<file path="src/rtl/fire_sequencer_if.sv">
// Button, continuity, charger and igniter-drive signals of the fire sequencer.
interface fire_sequencer_if #(
    parameter int unsigned NCH = 4
);
    logic           arm_button;
    logic           fire_button;
    logic [NCH-1:0] ch_enable;
    logic [NCH-1:0] cont;
    logic           charge_done;
    logic           charge;
    logic [NCH-1:0] fire;
    logic           arm_led;
    logic           fault;
    logic [2:0]     state;

    // Board side: drives buttons/continuity, observes the drive outputs.
    modport master (
        output arm_button, fire_button, ch_enable, cont, charge_done,
        input  charge, fire, arm_led, fault, state
    );

    // Sequencer side.
    modport slave (
        input  arm_button, fire_button, ch_enable, cont, charge_done,
        output charge, fire, arm_led, fault, state
    );
endinterface

</file>
<file path="src/rtl/fire_sequencer.sv">
// Multi-channel arm/fire sequencer: debounced buttons, charger gating, ascending-order
// channel pulses with fixed width and gap, continuity/timeout/abort interlocks.
module fire_sequencer #(
    parameter int unsigned NCH           = 4,
    parameter int unsigned TW            = 24,
    parameter int unsigned DEBOUNCE_CYC  = 48000,
    parameter int unsigned CHARGE_TO_CYC = 4800000,
    parameter int unsigned FIRE_CYC      = 480000,
    parameter int unsigned GAP_CYC       = 2400000
) (
    input  logic            clk,
    input  logic            reset_n,
    fire_sequencer_if.slave bus
);
    localparam logic [2:0] StIdle   = 3'd0;
    localparam logic [2:0] StCharge = 3'd1;
    localparam logic [2:0] StArmed  = 3'd2;
    localparam logic [2:0] StFire   = 3'd3;
    localparam logic [2:0] StGap    = 3'd4;
    localparam logic [2:0] StDone   = 3'd5;
    localparam logic [2:0] StFault  = 3'd6;

    // Timer values seen in the last cycle of each timed interval.
    localparam logic [TW-1:0] DbLast     = TW'(DEBOUNCE_CYC - 1);
    localparam logic [TW-1:0] ChargeLast = TW'(CHARGE_TO_CYC - 1);
    localparam logic [TW-1:0] FireLast   = TW'(FIRE_CYC - 1);
    localparam logic [TW-1:0] GapLast    = TW'(GAP_CYC - 1);

    // Isolates the lowest set bit as a one-hot vector.
    function automatic logic [NCH-1:0] lowest_bit(input logic [NCH-1:0] m);
        return m & (~m + NCH'(1));
    endfunction

    logic           arm_s1_q, arm_s2_q, fire_s1_q, fire_s2_q, cd_s1_q, cd_s2_q;
    logic [NCH-1:0] cont_s1_q, cont_s2_q;

    // Two-flop synchronisers for every asynchronous input.
    always_ff @(posedge clk or negedge reset_n) begin
        if (!reset_n) begin
            arm_s1_q  <= 1'b0;
            arm_s2_q  <= 1'b0;
            fire_s1_q <= 1'b0;
            fire_s2_q <= 1'b0;
            cd_s1_q   <= 1'b0;
            cd_s2_q   <= 1'b0;
            cont_s1_q <= '0;
            cont_s2_q <= '0;
        end else begin
            arm_s1_q  <= bus.arm_button;
            arm_s2_q  <= arm_s1_q;
            fire_s1_q <= bus.fire_button;
            fire_s2_q <= fire_s1_q;
            cd_s1_q   <= bus.charge_done;
            cd_s2_q   <= cd_s1_q;
            cont_s1_q <= bus.cont;
            cont_s2_q <= cont_s1_q;
        end
    end

    // Index 0 is the arm button, index 1 the fire button.
    logic [1:0]          btn_sync, db_q, db_d, rise_q, rise_d;
    logic [1:0][TW-1:0]  db_cnt_q, db_cnt_d;
    logic                arm_db, arm_rise, fire_rise;

    assign btn_sync  = {fire_s2_q, arm_s2_q};
    assign arm_db    = db_q[0];
    assign arm_rise  = rise_q[0];
    assign fire_rise = rise_q[1];

    // Debounce: accept a new level only after it has persisted unbroken for DEBOUNCE_CYC cycles.
    always_comb begin
        for (int i = 0; i < 2; i++) begin
            db_d[i]     = db_q[i];
            rise_d[i]   = 1'b0;
            db_cnt_d[i] = '0;
            if (btn_sync[i] != db_q[i]) begin
                if (db_cnt_q[i] == DbLast) begin
                    db_d[i]   = btn_sync[i];
                    rise_d[i] = btn_sync[i];
                end else begin
                    db_cnt_d[i] = db_cnt_q[i] + 1'b1;
                end
            end
        end
    end

    // Debounce state registers.
    always_ff @(posedge clk or negedge reset_n) begin
        if (!reset_n) begin
            db_q     <= '0;
            rise_q   <= '0;
            db_cnt_q <= '0;
        end else begin
            db_q     <= db_d;
            rise_q   <= rise_d;
            db_cnt_q <= db_cnt_d;
        end
    end

    logic [2:0]     state_q, state_d;
    logic [TW-1:0]  timer_q, timer_d;
    logic [NCH-1:0] mask_q, mask_d, cur_q, cur_d, avail, remain;
    logic [NCH-1:0] fire_q, fire_d;
    logic           charge_q, charge_d, arm_led_q, arm_led_d, fault_q, fault_d;

    // Sequencer next state; abort (arm released) is tested first so it beats fire rise and
    // timer expiry. Outputs are registered from the next state so the HV drive is glitch-free.
    always_comb begin
        state_d = state_q;
        mask_d  = mask_q;
        cur_d   = cur_q;
        avail   = bus.ch_enable & cont_s2_q;
        remain  = mask_q & ~cur_q;
        case (state_q)
            StIdle: begin
                mask_d = '0;
                cur_d  = '0;
                if (arm_rise) state_d = (avail != '0) ? StCharge : StFault;
            end
            StCharge: begin
                if (!arm_db)                    state_d = StIdle;
                else if (cd_s2_q)               state_d = StArmed;
                else if (timer_q == ChargeLast) state_d = StFault;
            end
            StArmed: begin
                if (!arm_db) begin
                    state_d = StIdle;
                end else if (fire_rise) begin
                    // Mask is frozen here; later continuity loss is expected burn-through.
                    mask_d  = avail;
                    cur_d   = lowest_bit(avail);
                    state_d = (avail != '0) ? StFire : StFault;
                end
            end
            StFire: begin
                if (!arm_db) begin
                    state_d = StIdle;
                end else if (timer_q == FireLast) begin
                    mask_d  = remain;
                    cur_d   = '0;
                    state_d = (remain != '0) ? StGap : StDone;
                end
            end
            StGap: begin
                if (!arm_db) begin
                    state_d = StIdle;
                end else if (timer_q == GapLast) begin
                    cur_d   = lowest_bit(mask_q);
                    state_d = StFire;
                end
            end
            StDone, StFault: begin
                if (!arm_db) state_d = StIdle;
            end
            default: state_d = StIdle;
        endcase

        // Saturating timer, restarted on every state change.
        if (state_d != state_q)  timer_d = '0;
        else if (timer_q == '1)  timer_d = timer_q;
        else                     timer_d = timer_q + 1'b1;

        charge_d  = (state_d == StCharge) || (state_d == StArmed) ||
                    (state_d == StFire) || (state_d == StGap);
        arm_led_d = (state_d == StArmed) || (state_d == StFire) || (state_d == StGap);
        fault_d   = (state_d == StFault);
        fire_d    = (state_d == StFire) ? cur_d : '0;
    end

    // Sequencer and output registers.
    always_ff @(posedge clk or negedge reset_n) begin
        if (!reset_n) begin
            state_q   <= StIdle;
            timer_q   <= '0;
            mask_q    <= '0;
            cur_q     <= '0;
            fire_q    <= '0;
            charge_q  <= 1'b0;
            arm_led_q <= 1'b0;
            fault_q   <= 1'b0;
        end else begin
            state_q   <= state_d;
            timer_q   <= timer_d;
            mask_q    <= mask_d;
            cur_q     <= cur_d;
            fire_q    <= fire_d;
            charge_q  <= charge_d;
            arm_led_q <= arm_led_d;
            fault_q   <= fault_d;
        end
    end

    assign bus.fire    = fire_q;
    assign bus.charge  = charge_q;
    assign bus.arm_led = arm_led_q;
    assign bus.fault   = fault_q;
    assign bus.state   = state_q;
endmodule

</file>
<file path="src/flat_wrapper.sv">
// flat-port wrapper written by rule: the top's interface ports become plain ports
module fire_sequencer_flat 
#(
    parameter int unsigned NCH           = 4,
    parameter int unsigned TW            = 24,
    parameter int unsigned DEBOUNCE_CYC  = 48000,
    parameter int unsigned CHARGE_TO_CYC = 4800000,
    parameter int unsigned FIRE_CYC      = 480000,
    parameter int unsigned GAP_CYC       = 2400000
)
  (clk, reset_n, bus_arm_button, bus_fire_button, bus_ch_enable, bus_cont, bus_charge_done, bus_charge, bus_fire, bus_arm_led, bus_fault, bus_state);
  fire_sequencer_if #(.NCH(NCH)) bus_i ();
  input  logic clk;
  input  logic reset_n;
  input wire logic [$bits(bus_i.arm_button)-1:0] bus_arm_button;
  input wire logic [$bits(bus_i.fire_button)-1:0] bus_fire_button;
  input wire logic [$bits(bus_i.ch_enable)-1:0] bus_ch_enable;
  input wire logic [$bits(bus_i.cont)-1:0] bus_cont;
  input wire logic [$bits(bus_i.charge_done)-1:0] bus_charge_done;
  output wire logic [$bits(bus_i.charge)-1:0] bus_charge;
  output wire logic [$bits(bus_i.fire)-1:0] bus_fire;
  output wire logic [$bits(bus_i.arm_led)-1:0] bus_arm_led;
  output wire logic [$bits(bus_i.fault)-1:0] bus_fault;
  output wire logic [$bits(bus_i.state)-1:0] bus_state;
  assign bus_i.arm_button = bus_arm_button;
  assign bus_i.fire_button = bus_fire_button;
  assign bus_i.ch_enable = bus_ch_enable;
  assign bus_i.cont = bus_cont;
  assign bus_i.charge_done = bus_charge_done;
  assign bus_charge = bus_i.charge;
  assign bus_fire = bus_i.fire;
  assign bus_arm_led = bus_i.arm_led;
  assign bus_fault = bus_i.fault;
  assign bus_state = bus_i.state;
  fire_sequencer #(.NCH(NCH), .TW(TW), .DEBOUNCE_CYC(DEBOUNCE_CYC), .CHARGE_TO_CYC(CHARGE_TO_CYC), .FIRE_CYC(FIRE_CYC), .GAP_CYC(GAP_CYC)) u_core (.clk(clk), .reset_n(reset_n), .bus(bus_i));
endmodule
</file>
<file path="config.mk">
export PLATFORM = sky130hd
export DESIGN_NAME = fire_sequencer_flat
export DESIGN_NICKNAME = d
export VERILOG_FILES = /design/src/rtl/fire_sequencer_if.sv /design/src/rtl/fire_sequencer.sv /design/src/flat_wrapper.sv
export SDC_FILE = /design/constraint.sdc
export NUM_CORES = 1
export LEC_CHECK = 0
export CORE_MARGIN = 8
export CORE_UTILIZATION = 50
export DETAILED_ROUTE_END_ITERATION = 8
export GPL_TIMING_DRIVEN = 0
export PLACE_DENSITY = 0.65
export RECOVER_POWER = 50
export SETUP_SLACK_MARGIN = 0.1
export SLEW_MARGIN = 40
export SYNTH_ARGS = -nofsm -noshare
export SYNTH_HDL_FRONTEND = slang
export SYNTH_SLANG_ARGS = --single-unit
</file>
<file path="constraint.sdc">
create_clock -name clk -period 3.65 [get_ports clk]
set_clock_uncertainty 0.2 [all_clocks]
set_input_delay 0.73 -clock clk [delete_from_list [all_inputs] [get_ports clk]]
set_output_delay 0.73 -clock clk [all_outputs]
set_load 0.01 [all_outputs]
</file>
==> impl_results.md <==
- Class of the most critical hold timing path: reg -> reg
- Number of flops mapped to enable cells by yosys: 0
- Inserted Diodes: 0
- Commonest cells after routing, fill and taps aside: dfrtp_1 (108), nor2_1 (92), nand2_1 (44)
- Die area: 14100 um^2
- Antenna violations before repair: 0
- Total power per unit cell area: 338 nW/um^2
- Arrival @ worst endpoint: 2.88 ns
- Core box area: 10300 um^2
- Internal reg-to-reg setup slack: 0.88 ns
- Height of the die: 119 um
- Met1 GRT Util: 20.0%
- Total clock buffers created by CTS: 9
- Row count: 37
- Area added between synthesis and finish: 11.4%
- Flops & latches, synth: 108
- Fill cell total of the finished layout: 892
- Clock latency reported for the late side of the worst-skew pair: 0.37 ns
- Switch share: 22.3%
- Maximum buffer depth of the clock tree: 2
- Via count of the first global-routing pass: 3908
- Layout net count: 581
- Final count of hold timing violations: 0
- Net Sw Power: 0.000445 W
- Clock tree from TritonCTS: done
- Total gr overflow: 0
- Port-buffer cells: 22
- Number of I/O pins: 23
- Grt met3 use: 3.45%
- Non-filler instance count after layout: 705
- Share of final-layout standard cells stronger than drive strength 1: 7.91%
- Worst hold slack after final layout: 0.155 ns
- Transition at the pin with the smallest max-transition slack: 1.92 ns
- Internal power contribution: 0.00155 W
- Portion of total power attributed to sequential cells: 61.1%
- Endpoint kind of the worst setup timing path: register
- Number of optimization iterations in the first detailed-route pass: 4
- Placer Congestion: 0.892
- Number of instances in the placed design: 690
- Met2 GRT Util: 24.5%
- Mapped cell area: 5300 um^2
- Pleak: 2.54 nW
- Setup-failing EPs final: 0
- Failing checks: capacitance limit, slew limit
- Total Power Consumption: 0.00199 W
- Sink Count: 108
- HPWL after DPL: 7320 um
- Summed area of non-filler cells in the final layout: 5900 um^2
- Period Utilization, post-route: 76.5%
- Die width: 119 um
- Gate Count Post-Synth: 531
- Detail Route Antenna Nets: 0
- Total wire length: 10200 um
- RSZ-0062 raised after global routing: no
- Worst ir drop on vdd: 0.000278 V
- Startpoint Class: primary input
- Cell chosen for the clock root: clkbuf_8
- Final worst path period need: 2.79 ns
- Via count: 3894
- Proportion of synthesized chip area in sequential cells: 51.0%
- Max Fanout on Critical Path: 10
- Most used flip-flop cell after synthesis: dfrtp_1
- Initial Utilization: 51.3%
- Clock network fraction of design power: 35.7%
- Run status: finished, violations left
- Most common library cell in the layout ignoring fill and taps: dfrtp_1
- CP Data Required Time: 3.74 ns
- Global-route wire length before repair: 18100 um
- Detailed-route wire length per cell: 14.4 um
- CTS clk-pin slew, worst paths: 0.09 ns
- Most used routing layer in global routing: met2
- Count of different cell masters after synthesis: 67
- DP Area: 5720 um^2
- Number of warnings reported in the yosys synthesis log: 0
- Count of pins over their slew limit: 36
- Max H-tree Level: 3
- # resized after CTS: 0
- Rel. slew slack: -28.0%
- Count of max-cap constraint violations: 1
- Post-synth net total: 547
- Number of vias per cell: 5.52
- Global Route Usage Sum: 15.2%
- Fmax: 358 MHz
- Share of flip-flops with an asynchronous set or reset: 100%
- Maximum number of pins on one net before global-route repair: 74
- Number of post-CTS setup repair buffers: 0
- Initial detailed-routing violation count: 229
- Post-route DRC: 0
- # hold bufs at CTS: 0
- Gate power share: 3.2%
- Avg Cell Area, Syn: 9.98 um^2
- Class of the most critical setup path: in -> reg
==> metal layers <==
metal  share of wire, %  wire length (um)  up-vias
met5                  0                 0        -
met4                1.6               159        0
met3                4.5               458       13
met2                 47              4780       78
met1                 47              4750     1890
li1                   -                 -     1913
==> path summary, 6_finish.rpt <==
| check | from | depth (start not counted) | to |
|---|---|---|---|
| worst max-delay path | bus_ch_enable[1] | 9 | u_core.timer_q[23] |
| max in group asynchronous | reset_n | 2 | u_core.db_cnt_q[21] |
| worst min register to register | u_core.cont_s1_q[0] | 0 | u_core.cont_s2_q[0] |
| worst max register to register | u_core.timer_q[0] | 8 | u_core.bus.fire[3] |
| worst min-delay path | u_core.cont_s1_q[0] | 0 | u_core.cont_s2_q[0] |
| min in group asynchronous | reset_n | 1 | u_core.timer_q[16] |
==> sequential cells by signal, indices dropped and copies added (netlist names), 2 cells and up <==
| name | flops |
|---|---|
| u_core.timer_q | 24 |
| u_core.cont_s1_q | 4 |
| u_core.mask_q | 4 |
| u_core.cur_q | 4 |
| u_core.bus.state | 3 |
| u_core.cont_s2_q | 4 |
| u_core.db_q | 2 |
| u_core.db_cnt_q | 48 |
| u_core.rise_q | 2 |
| u_core.bus.fire | 4 |
==> area by class of cell <==
type	count	area, um^2	area share (%)
Sequential cell	108	2700	45.8
Tap cell	136	170	2.88
Clock inverter	5	62.6	1.06
Inverter	11	41.3	0.700
Clock buffer	10	128	2.16
Buffer	13	81.3	1.38
Timing Repair Buffer	23	241	4.09
Multi-Input combinational cell	399	2470	41.9
==> synthesized netlist by cell type, types with 2 or more instances <==
cell / n / share of area (%)
buf_6: 3 / 0.64
nand3_1: 36 / 3.4
o211ai_1: 2 / 0.28
nor3_1: 13 / 1.2
inv_1: 11 / 0.78
nor2_1: 92 / 6.5
xor2_1: 42 / 6.9
xnor2_1: 23 / 3.8
a31oi_1: 4 / 0.47
nor4_1: 7 / 0.83
nor2_2: 2 / 0.24
clkbuf_1: 4 / 0.28
nor2b_1: 6 / 0.71
a32o_1: 2 / 0.38
nor3b_1: 4 / 0.57
o2bb2ai_1: 4 / 0.66
nand4_2: 2 / 0.47
a211oi_1: 2 / 0.28
dfrtp_1: 108 / 51
and2_1: 3 / 0.35
ha_1: 3 / 0.71
nand2_1: 44 / 3.1
o21ai_0: 11 / 1.0
nand4_1: 16 / 1.9
and3_1: 11 / 1.3
or4_1: 3 / 0.42
a21oi_1: 9 / 0.85
nand2b_1: 7 / 0.83
and4bb_2: 2 / 0.47
mux2_2: 2 / 0.42
o22ai_1: 2 / 0.24
and4_1: 7 / 1.2
buf_2: 5 / 0.47
nor4b_1: 6 / 0.99
==> critical path: stages <==
cell and delay [ns]:
clkdlybuf4s50_1 0.42, nand2_1 0.13, nand4_1 0.18, a32o_1 0.26, or2_1 0.23, a311oi_1 0.43
o211ai_4 0.20, buf_6 0.19, nor2_1 0.11
==> cell families (layout without fill, tap and decap cells) <==
kind of cell	after synthesis	after routing	synth area share (%)
compound gates	49	49	6.85
xor+xnor	65	65	10.7
fa+ha+maj	3	3	0.708
buf+inv	24	62	2.31
flops	108	108	51.0
mux	4	4	0.897
simple gates	278	278	27.5
==> per-stage QoR <==
step	worst slack (ns)	utilization [%]	TNS, ns
after floorplan	1.19	-	0
after global placement	-2.38	55.1	-255.55
after detailed placement	0.475	55.4	0
after CTS	0.853	57.3	0
after global routing	0.691	57.2	0
final	0.858	57.2	0
==> power by group through the flow <==
stage | Combinational (W) | Clock (W) | Sequential [W]
2_1_floorplan | 0.0000212 | 0 | 0.00124
3_3_place_gp | 0.0000630 | 0 | 0.00124
3_5_place_dp | 0.0000688 | 0 | 0.00124
4_1_cts | 0.0000688 | 0.000745 | 0.00122
5_1_grt | 0.0000745 | 0.000786 | 0.00122
6_report | 0.0000629 | 0.000712 | 0.00122
No activity file was read; power rests on OpenSTA's default activity.
